**src/rtl/vga_timing_pkg.sv**
```systemverilog
// Shared constants and pattern encodings for the VGA timing generator.
// Holds the 640x480@60 defaults, a 1024x768 preset and the axis-length helper.
package vga_timing_pkg;

    localparam int DEF_H_ACTIVE = 640;
    localparam int DEF_H_FP     = 16;
    localparam int DEF_H_SYNC   = 96;
    localparam int DEF_H_BP     = 48;
    localparam int DEF_V_ACTIVE = 480;
    localparam int DEF_V_FP     = 10;
    localparam int DEF_V_SYNC   = 2;
    localparam int DEF_V_BP     = 33;
    localparam bit DEF_HS_POL   = 1'b0;
    localparam bit DEF_VS_POL   = 1'b0;
    localparam int DEF_XW       = 10;
    localparam int DEF_YW       = 10;

    localparam int XGA_H_ACTIVE = 1024;
    localparam int XGA_H_FP     = 24;
    localparam int XGA_H_SYNC   = 136;
    localparam int XGA_H_BP     = 160;
    localparam int XGA_V_ACTIVE = 768;
    localparam int XGA_V_FP     = 3;
    localparam int XGA_V_SYNC   = 6;
    localparam int XGA_V_BP     = 29;
    localparam bit XGA_HS_POL   = 1'b0;
    localparam bit XGA_VS_POL   = 1'b0;
    localparam int XGA_XW       = 11;
    localparam int XGA_YW       = 10;

    typedef enum logic [1:0] {
        PAT_BLACK  = 2'd0,
        PAT_BARS   = 2'd1,
        PAT_CHECK  = 2'd2,
        PAT_BORDER = 2'd3
    } pat_mode_e;

    function automatic int axis_total(input int active, input int fp, input int sync, input int bp);
        return active + fp + sync + bp;
    endfunction

endpackage

```
**src/rtl/vga_timing_gen_if.sv**
```systemverilog
// Video-side bundle of the timing generator: enable/pattern select in, sync/coords/colour out.
// The master side is the generator; the slave side is whoever supplies pix_en and pat_mode.
interface vga_timing_gen_if #(
    parameter int XW = 10,
    parameter int YW = 10
);
    logic          pix_en;
    logic [1:0]    pat_mode;
    logic          h_sync;
    logic          v_sync;
    logic          de;
    logic [XW-1:0] x;
    logic [YW-1:0] y;
    logic          line_start;
    logic          frame_start;
    logic          R;
    logic          G;
    logic          B;

    modport master (
        input  pix_en, pat_mode,
        output h_sync, v_sync, de, x, y, line_start, frame_start, R, G, B
    );

    modport slave (
        output pix_en, pat_mode,
        input  h_sync, v_sync, de, x, y, line_start, frame_start, R, G, B
    );
endinterface

```
**src/rtl/vga_axis_counter.sv**
```systemverilog
// One display axis: wrapping position counter plus its sync window and active flag.
// Region order along the axis is active, front porch, sync, back porch.
module vga_axis_counter
    import vga_timing_pkg::*;
#(
    parameter int ACTIVE = DEF_H_ACTIVE,
    parameter int FP     = DEF_H_FP,
    parameter int SYNC   = DEF_H_SYNC,
    parameter int BP     = DEF_H_BP,
    parameter int W      = DEF_XW
) (
    input  logic         clk,
    input  logic         rst,
    input  logic         step,
    output logic [W-1:0] count,
    output logic         wrap,
    output logic         in_sync,
    output logic         active
);
    localparam int           TOTAL   = axis_total(ACTIVE, FP, SYNC, BP);
    localparam logic [W-1:0] LAST    = W'(TOTAL - 1);
    localparam logic [W-1:0] SYNC_LO = W'(ACTIVE + FP);
    localparam logic [W-1:0] SYNC_HI = W'(ACTIVE + FP + SYNC);
    localparam logic [W-1:0] ACT_END = W'(ACTIVE);

    logic [W-1:0] count_r;

    // Position counter: advances on step, returns to 0 after the last position.
    always_ff @(posedge clk or negedge rst) begin
        if (!rst) begin
            count_r <= '0;
        end else if (step) begin
            if (count_r == LAST) begin
                count_r <= '0;
            end else begin
                count_r <= count_r + W'(1);
            end
        end
    end

    assign count   = count_r;
    assign wrap    = (count_r == LAST);
    assign in_sync = (count_r >= SYNC_LO) && (count_r < SYNC_HI);
    assign active  = (count_r < ACT_END);
endmodule

```
**src/rtl/vga_timing_gen.sv**
```systemverilog
// Parametrised VGA timing generator with built-in test patterns.
// Every output is registered from the counter state at the same pix_en edge, so all stay aligned.
module vga_timing_gen
    import vga_timing_pkg::*;
#(
    parameter int H_ACTIVE = DEF_H_ACTIVE,
    parameter int H_FP     = DEF_H_FP,
    parameter int H_SYNC   = DEF_H_SYNC,
    parameter int H_BP     = DEF_H_BP,
    parameter int V_ACTIVE = DEF_V_ACTIVE,
    parameter int V_FP     = DEF_V_FP,
    parameter int V_SYNC   = DEF_V_SYNC,
    parameter int V_BP     = DEF_V_BP,
    parameter bit HS_POL   = DEF_HS_POL,
    parameter bit VS_POL   = DEF_VS_POL,
    parameter int XW       = DEF_XW,
    parameter int YW       = DEF_YW
) (
    input logic              clk,
    input logic              rst,
    vga_timing_gen_if.master vif
);
    localparam logic [XW-1:0] X_LAST = XW'(H_ACTIVE - 1);
    localparam logic [YW-1:0] Y_LAST = YW'(V_ACTIVE - 1);

    logic [XW-1:0] h_cnt_s;
    logic [YW-1:0] v_cnt_s;
    logic          h_wrap_s, v_wrap_unused_s;
    logic          h_win_s, v_win_s, h_act_s, v_act_s;
    logic          v_step_s;

    assign v_step_s = vif.pix_en & h_wrap_s;

    vga_axis_counter #(.ACTIVE(H_ACTIVE), .FP(H_FP), .SYNC(H_SYNC), .BP(H_BP), .W(XW)) u_h_axis (
        .clk(clk), .rst(rst), .step(vif.pix_en),
        .count(h_cnt_s), .wrap(h_wrap_s), .in_sync(h_win_s), .active(h_act_s)
    );

    vga_axis_counter #(.ACTIVE(V_ACTIVE), .FP(V_FP), .SYNC(V_SYNC), .BP(V_BP), .W(YW)) u_v_axis (
        .clk(clk), .rst(rst), .step(v_step_s),
        .count(v_cnt_s), .wrap(v_wrap_unused_s), .in_sync(v_win_s), .active(v_act_s)
    );

    pat_mode_e mode_r, mode_cur_s;
    logic      at_origin_s, de_s, edge_s, chk_s, cx_s, cy_s;
    logic [2:0] bar_s, pat_s, rgb_s;

    // Bit 4 of a coordinate is constant 0 when the axis is too narrow to reach it.
    if (XW > 4) begin : g_cx
        assign cx_s = h_cnt_s[4];
    end else begin : g_cx_narrow
        assign cx_s = 1'b0;
    end
    if (YW > 4) begin : g_cy
        assign cy_s = v_cnt_s[4];
    end else begin : g_cy_narrow
        assign cy_s = 1'b0;
    end

    // Pattern source for the pixel the counters point at; a new mode applies from pixel (0,0).
    always_comb begin
        at_origin_s = (h_cnt_s == '0) && (v_cnt_s == '0);
        if (at_origin_s) begin
            mode_cur_s = pat_mode_e'(vif.pat_mode);
        end else begin
            mode_cur_s = mode_r;
        end
        de_s   = h_act_s & v_act_s;
        bar_s  = 3'((32'(h_cnt_s) * 32'd8) / 32'(H_ACTIVE));
        chk_s  = cx_s ^ cy_s;
        edge_s = (h_cnt_s == '0) || (h_cnt_s == X_LAST) || (v_cnt_s == '0) || (v_cnt_s == Y_LAST);
        case (mode_cur_s)
            PAT_BLACK:  pat_s = 3'b000;
            PAT_BARS:   pat_s = bar_s;
            PAT_CHECK:  pat_s = {3{chk_s}};
            PAT_BORDER: pat_s = {3{edge_s}};
            default:    pat_s = 3'b000;
        endcase
        if (de_s) begin
            rgb_s = pat_s;
        end else begin
            rgb_s = 3'b000;
        end
    end

    logic          h_sync_r, v_sync_r, de_r, line_start_r, frame_start_r;
    logic [XW-1:0] x_r;
    logic [YW-1:0] y_r;
    logic [2:0]    rgb_r;

    // Output registers and mode latch; hold their value while pix_en is low.
    always_ff @(posedge clk or negedge rst) begin
        if (!rst) begin
            mode_r        <= PAT_BLACK;
            h_sync_r      <= ~HS_POL;
            v_sync_r      <= ~VS_POL;
            de_r          <= 1'b0;
            x_r           <= '0;
            y_r           <= '0;
            line_start_r  <= 1'b0;
            frame_start_r <= 1'b0;
            rgb_r         <= 3'b000;
        end else if (vif.pix_en) begin
            mode_r        <= mode_cur_s;
            h_sync_r      <= h_win_s ? HS_POL : ~HS_POL;
            v_sync_r      <= v_win_s ? VS_POL : ~VS_POL;
            de_r          <= de_s;
            x_r           <= de_s ? h_cnt_s : '0;
            y_r           <= de_s ? v_cnt_s : '0;
            line_start_r  <= (h_cnt_s == '0);
            frame_start_r <= at_origin_s;
            rgb_r         <= rgb_s;
        end
    end

    assign vif.h_sync      = h_sync_r;
    assign vif.v_sync      = v_sync_r;
    assign vif.de          = de_r;
    assign vif.x           = x_r;
    assign vif.y           = y_r;
    assign vif.line_start  = line_start_r;
    assign vif.frame_start = frame_start_r;
    assign vif.R           = rgb_r[2];
    assign vif.G           = rgb_r[1];
    assign vif.B           = rgb_r[0];
endmodule

```
**src/flat_wrapper.sv**
```systemverilog
// flat-port wrapper written by rule: the top's interface ports become plain ports
module vga_timing_gen_flat import vga_timing_pkg::*;
#(
    parameter int H_ACTIVE = DEF_H_ACTIVE,
    parameter int H_FP     = DEF_H_FP,
    parameter int H_SYNC   = DEF_H_SYNC,
    parameter int H_BP     = DEF_H_BP,
    parameter int V_ACTIVE = DEF_V_ACTIVE,
    parameter int V_FP     = DEF_V_FP,
    parameter int V_SYNC   = DEF_V_SYNC,
    parameter int V_BP     = DEF_V_BP,
    parameter bit HS_POL   = DEF_HS_POL,
    parameter bit VS_POL   = DEF_VS_POL,
    parameter int XW       = DEF_XW,
    parameter int YW       = DEF_YW
)
  (clk, rst, vif_pix_en, vif_pat_mode, vif_h_sync, vif_v_sync, vif_de, vif_x, vif_y, vif_line_start, vif_frame_start, vif_R, vif_G, vif_B);
  vga_timing_gen_if #(.XW(XW), .YW(YW)) vif_i ();
  input logic clk;
  input logic rst;
  input wire logic [$bits(vif_i.pix_en)-1:0] vif_pix_en;
  input wire logic [$bits(vif_i.pat_mode)-1:0] vif_pat_mode;
  output wire logic [$bits(vif_i.h_sync)-1:0] vif_h_sync;
  output wire logic [$bits(vif_i.v_sync)-1:0] vif_v_sync;
  output wire logic [$bits(vif_i.de)-1:0] vif_de;
  output wire logic [$bits(vif_i.x)-1:0] vif_x;
  output wire logic [$bits(vif_i.y)-1:0] vif_y;
  output wire logic [$bits(vif_i.line_start)-1:0] vif_line_start;
  output wire logic [$bits(vif_i.frame_start)-1:0] vif_frame_start;
  output wire logic [$bits(vif_i.R)-1:0] vif_R;
  output wire logic [$bits(vif_i.G)-1:0] vif_G;
  output wire logic [$bits(vif_i.B)-1:0] vif_B;
  assign vif_i.pix_en = vif_pix_en;
  assign vif_i.pat_mode = vif_pat_mode;
  assign vif_h_sync = vif_i.h_sync;
  assign vif_v_sync = vif_i.v_sync;
  assign vif_de = vif_i.de;
  assign vif_x = vif_i.x;
  assign vif_y = vif_i.y;
  assign vif_line_start = vif_i.line_start;
  assign vif_frame_start = vif_i.frame_start;
  assign vif_R = vif_i.R;
  assign vif_G = vif_i.G;
  assign vif_B = vif_i.B;
  vga_timing_gen #(.H_ACTIVE(H_ACTIVE), .H_FP(H_FP), .H_SYNC(H_SYNC), .H_BP(H_BP), .V_ACTIVE(V_ACTIVE), .V_FP(V_FP), .V_SYNC(V_SYNC), .V_BP(V_BP), .HS_POL(HS_POL), .VS_POL(VS_POL), .XW(XW), .YW(YW)) u_core (.clk(clk), .rst(rst), .vif(vif_i));
endmodule
```
**config.mk**
```make
export PLATFORM = sky130hd
export DESIGN_NAME = vga_timing_gen_flat
export DESIGN_NICKNAME = d
export VERILOG_FILES = /design/src/rtl/vga_timing_pkg.sv /design/src/rtl/vga_timing_gen_if.sv /design/src/rtl/vga_axis_counter.sv /design/src/rtl/vga_timing_gen.sv /design/src/flat_wrapper.sv
export SDC_FILE = /design/constraint.sdc
export NUM_CORES = 1
export LEC_CHECK = 0
export ABC_AREA = 1
export CAP_MARGIN = 20
export CORE_ASPECT_RATIO = 0.5
export CORE_MARGIN = 5
export CORE_UTILIZATION = 58
export CTS_CLUSTER_SIZE = 24
export DETAILED_ROUTE_END_ITERATION = 8
export PLACE_DENSITY = 0.81
export SLEW_MARGIN = 20
export SYNTH_ARGS = -nofsm -noshare
export SYNTH_HDL_FRONTEND = slang
export SYNTH_SLANG_ARGS = --single-unit
```
**constraint.sdc**
```tcl
create_clock -name clk -period 4.2 [get_ports clk]
set_input_delay 1.26 -clock clk [delete_from_list [all_inputs] [get_ports clk]]
set_output_delay 1.26 -clock clk [all_outputs]
set_load 0.03 [all_outputs]
```
==> results of run 1 <==
kinds of logic (layout without fill, tap and decap cells):
kind of cell | count (synthesis) | after routing | share of synthesized area [%]
and+or+nand+nor | 245 | 245 | 37.75
buffers and inverters | 71 | 102 | 8.834
AOI/OAI and AO/OA | 63 | 63 | 10.51
DFF | 50 | 50 | 37.19
xor gates and xnor gates | 12 | 12 | 3.118
adders and majority gates | 7 | 7 | 2.598
flip-flops by register name (all words and copies together), names as in the netlist:
| signal | cells |
|---|---|
| u_core.mode_r | 2 |
| u_core.rgb_r | 3 |
| u_core.u_h_axis.count | 10 |
| u_core.u_v_axis.count | 10 |
| u_core.vif.de | 1 |
| u_core.vif.frame_start | 1 |
| u_core.vif.h_sync | 1 |
| u_core.vif.line_start | 1 |
| u_core.vif.v_sync | 1 |
| u_core.vif.x | 10 |
| u_core.vif.y | 10 |
power groups by stage:
stage	sequential, uW	clock, uW	combinational [uW]
6_report	637	400	1530
3_5_place_dp	643	0	1520
3_3_place_gp	642	0	1500
2_1_floorplan	637	0	1250
4_1_cts	635	404	1530
5_1_grt	647	426	1730
placed cells by master (no fill, tap or decap), types with 3 or more instances in the layout:
master	instances
dfrtp_1	48
inv_1	50
nor2_4	9
nand4_1	16
buf_4	4
clkbuf_16	5
clkdlybuf4s50_1	31
nand2_4	6
o21ai_0	38
nor4_1	4
nand2_2	15
nand2_1	106
nor2_2	9
nand3_1	19
xor2_1	11
a21oi_1	11
nor3_1	9
nor2_1	41
inv_2	8
a31oi_1	3
nand3_2	3
ha_1	7
metrics by stage:
stage               hold WS (ps)  power (uW)  setup WS (ps)
finish                     479.7        2570          720.2
global route               509.4        2801          352.1
CTS                        482.7        2567          740.3
detailed placement         465.9        2162          773.1
global placement           464.8        2141          851.3
floorplan                  453.3        1886           1143
cell type report:
cell class                 count  area (um^2)
multi-input combinational    327         1819
fill                         468         1690
sequential                    50         1254
timing repair buffer          35        340.3
inverter                      59        221.5
clock buffer                   8        146.4
tap                           73        91.34
per-layer routing:
metal	vias to the layer above	GRT usage, %	part of all wire (%)
met5	-	0	0
met4	0	6.009	1.4
met3	14	3.612	5.1
met2	78	35.28	46
met1	1442	30.26	47
li1	1515	-	-
critical path, cell delays in order (launching register included):
cell	delay, ps
dfrtp_1	410
inv_1	180
ha_1	200
inv_1	100
nor2_8	140
nand3_2	110
nand2_4	130
nand3_4	150
nand2_1	90
nand2_1	120
o21ai_2	200
nand2_2	150
nand2_1	100
nand2_1	60
nand2_2	100
nand2_1	120
nor2_4	160
nand3_2	110
nor2_4	130
nor2_1	70
nor2_2	120
nand2_1	60
nor2_1	80
nand3_1	70
nand2_1	60
nand2_1	40
nand2_1	50
nand2_1	50
final timing paths:
| path | startpoint | endpoint | slack [ps] | depth (start not counted) |
|---|---|---|---|---|
| worst max-delay path | u_core.u_h_axis.count[0] | u_core.rgb_r[0] | 720 | 27 |
| max in group asynchronous | rst | u_core.vif.x[3] | 2800 | 1 |
| worst max register to register | u_core.u_h_axis.count[0] | u_core.rgb_r[0] | 720 | 27 |
| min in group asynchronous | rst | u_core.vif.y[0] | 980 | 1 |
| worst min register to register | u_core.vif.frame_start | u_core.vif.frame_start | 480 | 2 |
| worst min-delay path | u_core.vif.frame_start | u_core.vif.frame_start | 480 | 2 |
==> reports/metrics.csv, run 1 <==
metric,value,unit
Final min period,3480,ps
setup violators final,0,
Via density,5.524,
layout cells sized above 1,14.61,%
Die ar.,7529,um^2
Sequential Power Share,24.8,%
Cell Pwr Density,663.6,nW/um^2
global-route wire length before repair,13.61,mm
"Top FF cell, synth",dfrtp_1,
internal power,1290,uW
Longest Clk Path Bufs,2,
synth top area cells,"dfrtp_1 (36%), nand2_1 (12%), o21ai_0 (5.6%), inv_1 (5.6%), nor2_1 (4.6%)",
CTS buffer count,5,
Logic pwr share,59.7,%
worst vdd ir,606.2,uV
unrepaired setup endpoints after global routing,false,
largest net degree at the start of global routing,51,
ANT cells,0,
gpl congestion,0.8702,
worst skew pair latency,280,ps
status,"complete, no violations",
CTS tree,yes,
Final #Nets,490,
Hold Buf Count CTS,0,
"EDFF count, synth",0,
Max Slew Vio Count,0,
CP max FO,10,
CP endpoint kind,flip-flop,
post-route cell area,3872,um^2
Cell Count Post-Placement,544,
drt first pass iters,5,
Starting Density,60.59,%
sw frac,49.79,%
Core Region,5563,um^2
"count leader, synth",nand2_1,
clk slew on worst S/H paths,60,ps
Synth cell types,42,
Achievable Freq,287.4,MHz
Yosys warning count,0,
All-Layer GR Usage,21.65,%
Worst EP required,4380,ps
clock group share of total power,15.6,%
synthesis-to-finish area growth,14.88,%
syn_nets,460,
Resized cells post-CTS,0,
Placed Area,3724,um^2
Commonest cells post-synth,"nand2_1 (106), inv_1 (50), dfrtp_1 (48)",
"Core Util, Final",69.61,%
first-iteration detailed-routing DRC count,259,
number of global-route vias before repair,2854,
Gate Count Post-Synth,448,
Post-CTS Setup Repair Bufs,0,
WL/cell,14.14,um
Clock Skews,5.252,ps
I/O pin cnt,33,
number of routed nets with antenna violations,0,
setup tns final,0,ps
part of the cycle the worst path needs,82.85,%
synthesis-stage register bit count,50,
Finished Layout Cells,552,
row count,19,
die width,117.8,um
Post-Route WL,7.806,mm
initial antenna violation count,0,
critical path class,flip-flop to flip-flop,
CTS sink count,50,
ys async rst share,100.0,%
DP Wirelength,5.793,mm
register area share after synthesis,37.19,%
Slew @ Worst Pin,683.1,ps
Worst setup SP type,flip-flop,
Final Hold Viols,0,
global route total overflow,0,
Remaining DRCs,0,
Hold WC Path Type,flip-flop to flip-flop,
Die Y,63.91,um
Slew headroom,54.35,%
Net Sw Power,1280,uW
syn avg cell area,7.524,um^2
htree depth,2,
post-synth top area share,35.63,%
Max Cap Viol,0,
Synth area leader,dfrtp_1,
Root Driver,clkbuf_16,
CP arrival,3660,ps
P_leak,0.001855,uW
Post-Synthesis Cell Area,3371,um^2
DR vias,3049,
number of port buffers,32,
No activity file was read; power rests on OpenSTA's default activity.
==> run 2, diff against run 1 <==
clock period = 3.5 ns   (was 4.2 ns; I/O delays follow)
==> reports/metrics.csv, run 2 (synthesis results as in run 1) <==
metric,value,unit
Worst EP required,3680,ps
P_leak,0.001928,uW
Max Cap Viol,0,
CP endpoint kind,flip-flop,
number of global-route vias before repair,2859,
Core Region,5563,um^2
I/O pin cnt,33,
# fillers,451,
CP max FO,8,
Clock Skews,7.420,ps
status,"complete, no violations",
critical path class,flip-flop to flip-flop,
All-Layer GR Usage,21.31,%
Remaining DRCs,0,
part of the cycle the worst path needs,94.03,%
Finished Layout Cells,566,
setup violators final,0,
global-route wire length before repair,13.46,mm
htree depth,2,
Max Slew Vio Count,0,
post-route setup slack,208.8,ps
Seq. cell area,1254,um^2
CP bufs+invs,3,
Root Driver,clkbuf_16,
Via density,5.417,
Worst setup SP type,flip-flop,
post-route cell area,4043,um^2
crit path max-delay cell type,dfrtp_1,
crit-path max cell delay,420,ps
most frequent CP cell,nand2_1,
setup tns final,0,ps
Slew @ Worst Pin,510.8,ps
layout cells sized above 1,19.27,%
Longest Clk Path Bufs,2,
Achievable Freq,303.8,MHz
crit-path leading delay family,simple AND/OR/NAND/NOR gates,
ANT cells,0,
die width,117.8,um
worst skew pair latency,290,ps
Die Y,63.91,um
DP Wirelength,5.822,mm
CTS tree,yes,
drt first pass iters,4,
Cell Pwr Density,809.0,nW/um^2
WHS,484.7,ps
gpl congestion,0.8646,
synthesis-to-finish area growth,19.93,%
largest net degree at the start of global routing,30,
Multi-input gate area,1886,um^2
CP arrival,3470,ps
worst vdd ir,635.5,uV
number of routed nets with antenna violations,0,
Hold Buf Count CTS,0,
Final #Nets,504,
CTS sink count,50,
Post-Route WL,7.827,mm
"commonest non-fill, non-tap cells in the layout","nand2_1 (104), dfrtp_1 (48), inv_1 (46)",
WL/cell,13.83,um
Hold WC Path Type,flip-flop to flip-flop,
global route total overflow,0,
Starting Density,60.59,%
number of port buffers,32,
DR vias,3066,
Cell Count Post-Placement,551,
Final Hold Viols,0,
initial antenna violation count,0,
clk slew on worst S/H paths,70,ps
Die ar.,7529,um^2
CTS buffer count,5,
first-iteration detailed-routing DRC count,218,
row count,19,
Slew headroom,65.63,%
Final min period,3291,ps
pre-CTS setup slack,87.70,ps
Placed Area,3776,um^2
"commonest non-fill, non-tap cell in the layout",nand2_1,
==> run 2: cell count changes in the layout (fill, tap and decap cells not counted), moves of 2 or more <==
| cell | before | now |
|---|---|---|
| ha_1 | 7 | 5 |
| inv_2 | 8 | 12 |
| buf_4 | 4 | 16 |
| nand3_2 | 3 | 1 |
| ha_2 | 0 | 2 |
| clkbuf_1 | 2 | 0 |
| nand3_4 | 1 | 4 |
| nand2_1 | 106 | 104 |
| inv_1 | 50 | 46 |
==> run 2: final cells by class <==
type	count	area share (%)
well taps	73	2.259
multi-input cells	328	46.64
clock inverters	2	0.4024
repair buffers	48	10.77
flip-flops and latches	50	31.01
clock buffers	6	3.435
inverters	59	5.478
==> run 2: report_power, final <==
part	internal, uW	switching [uW]	leakage [uW]	total (uW)
Clock	287	214	0.0000735	501
Combinational	717	1300	0.00121	2020
Sequential	651	97.5	0.000642	748
==> run 2: timing repair <==
item | 4_1_cts | 5_1_grt
setup endpoints to repair | 0 | 1
endpoints found under the hold margin | 0 | 0
resized for setup | 0 | 16
setup buffers | 0 | 6
==> run 2: path summary, 6_finish.rpt <==
kind,from,end,slack [ps],cells past startpoint
worst max-delay path,u_core.u_h_axis.count[0],u_core.rgb_r[0],210,27
worst min-delay path,u_core.vif.y[8],u_core.vif.y[8],480,2
worst max register to register,u_core.u_h_axis.count[0],u_core.rgb_r[0],210,27
worst min register to register,u_core.vif.y[8],u_core.vif.y[8],480,2
max in group asynchronous,rst,u_core.vif.h_sync,1990,2
min in group asynchronous,rst,u_core.u_v_axis.count[5],720,1
==> run 2: metrics by stage <==
| stage | power (uW) | util, % |
|---|---|---|
| 6_report | 3270 | 72.67 |
| 3_3_place_gp | 2609 | 67.88 |
| 4_1_cts | 3127 | 70.67 |
| 2_1_floorplan | 2263 | - |
| 3_5_place_dp | 2624 | 67.88 |
| 5_1_grt | 3568 | 72.67 |
==> run 2: metal layers <==
metal / GRT usage [%] / wire [um]
met1: 30.58 / 3825
met2: 34.37 / 3547
met3: 3.524 / 382
met4: 4.578 / 72
met5: 0 / 0
==> run 2: worst min-delay path, stage by stage (launching register included) <==
cell	delay (ps)
dfrtp_1	340
nand2_1	50
nand2_1	60
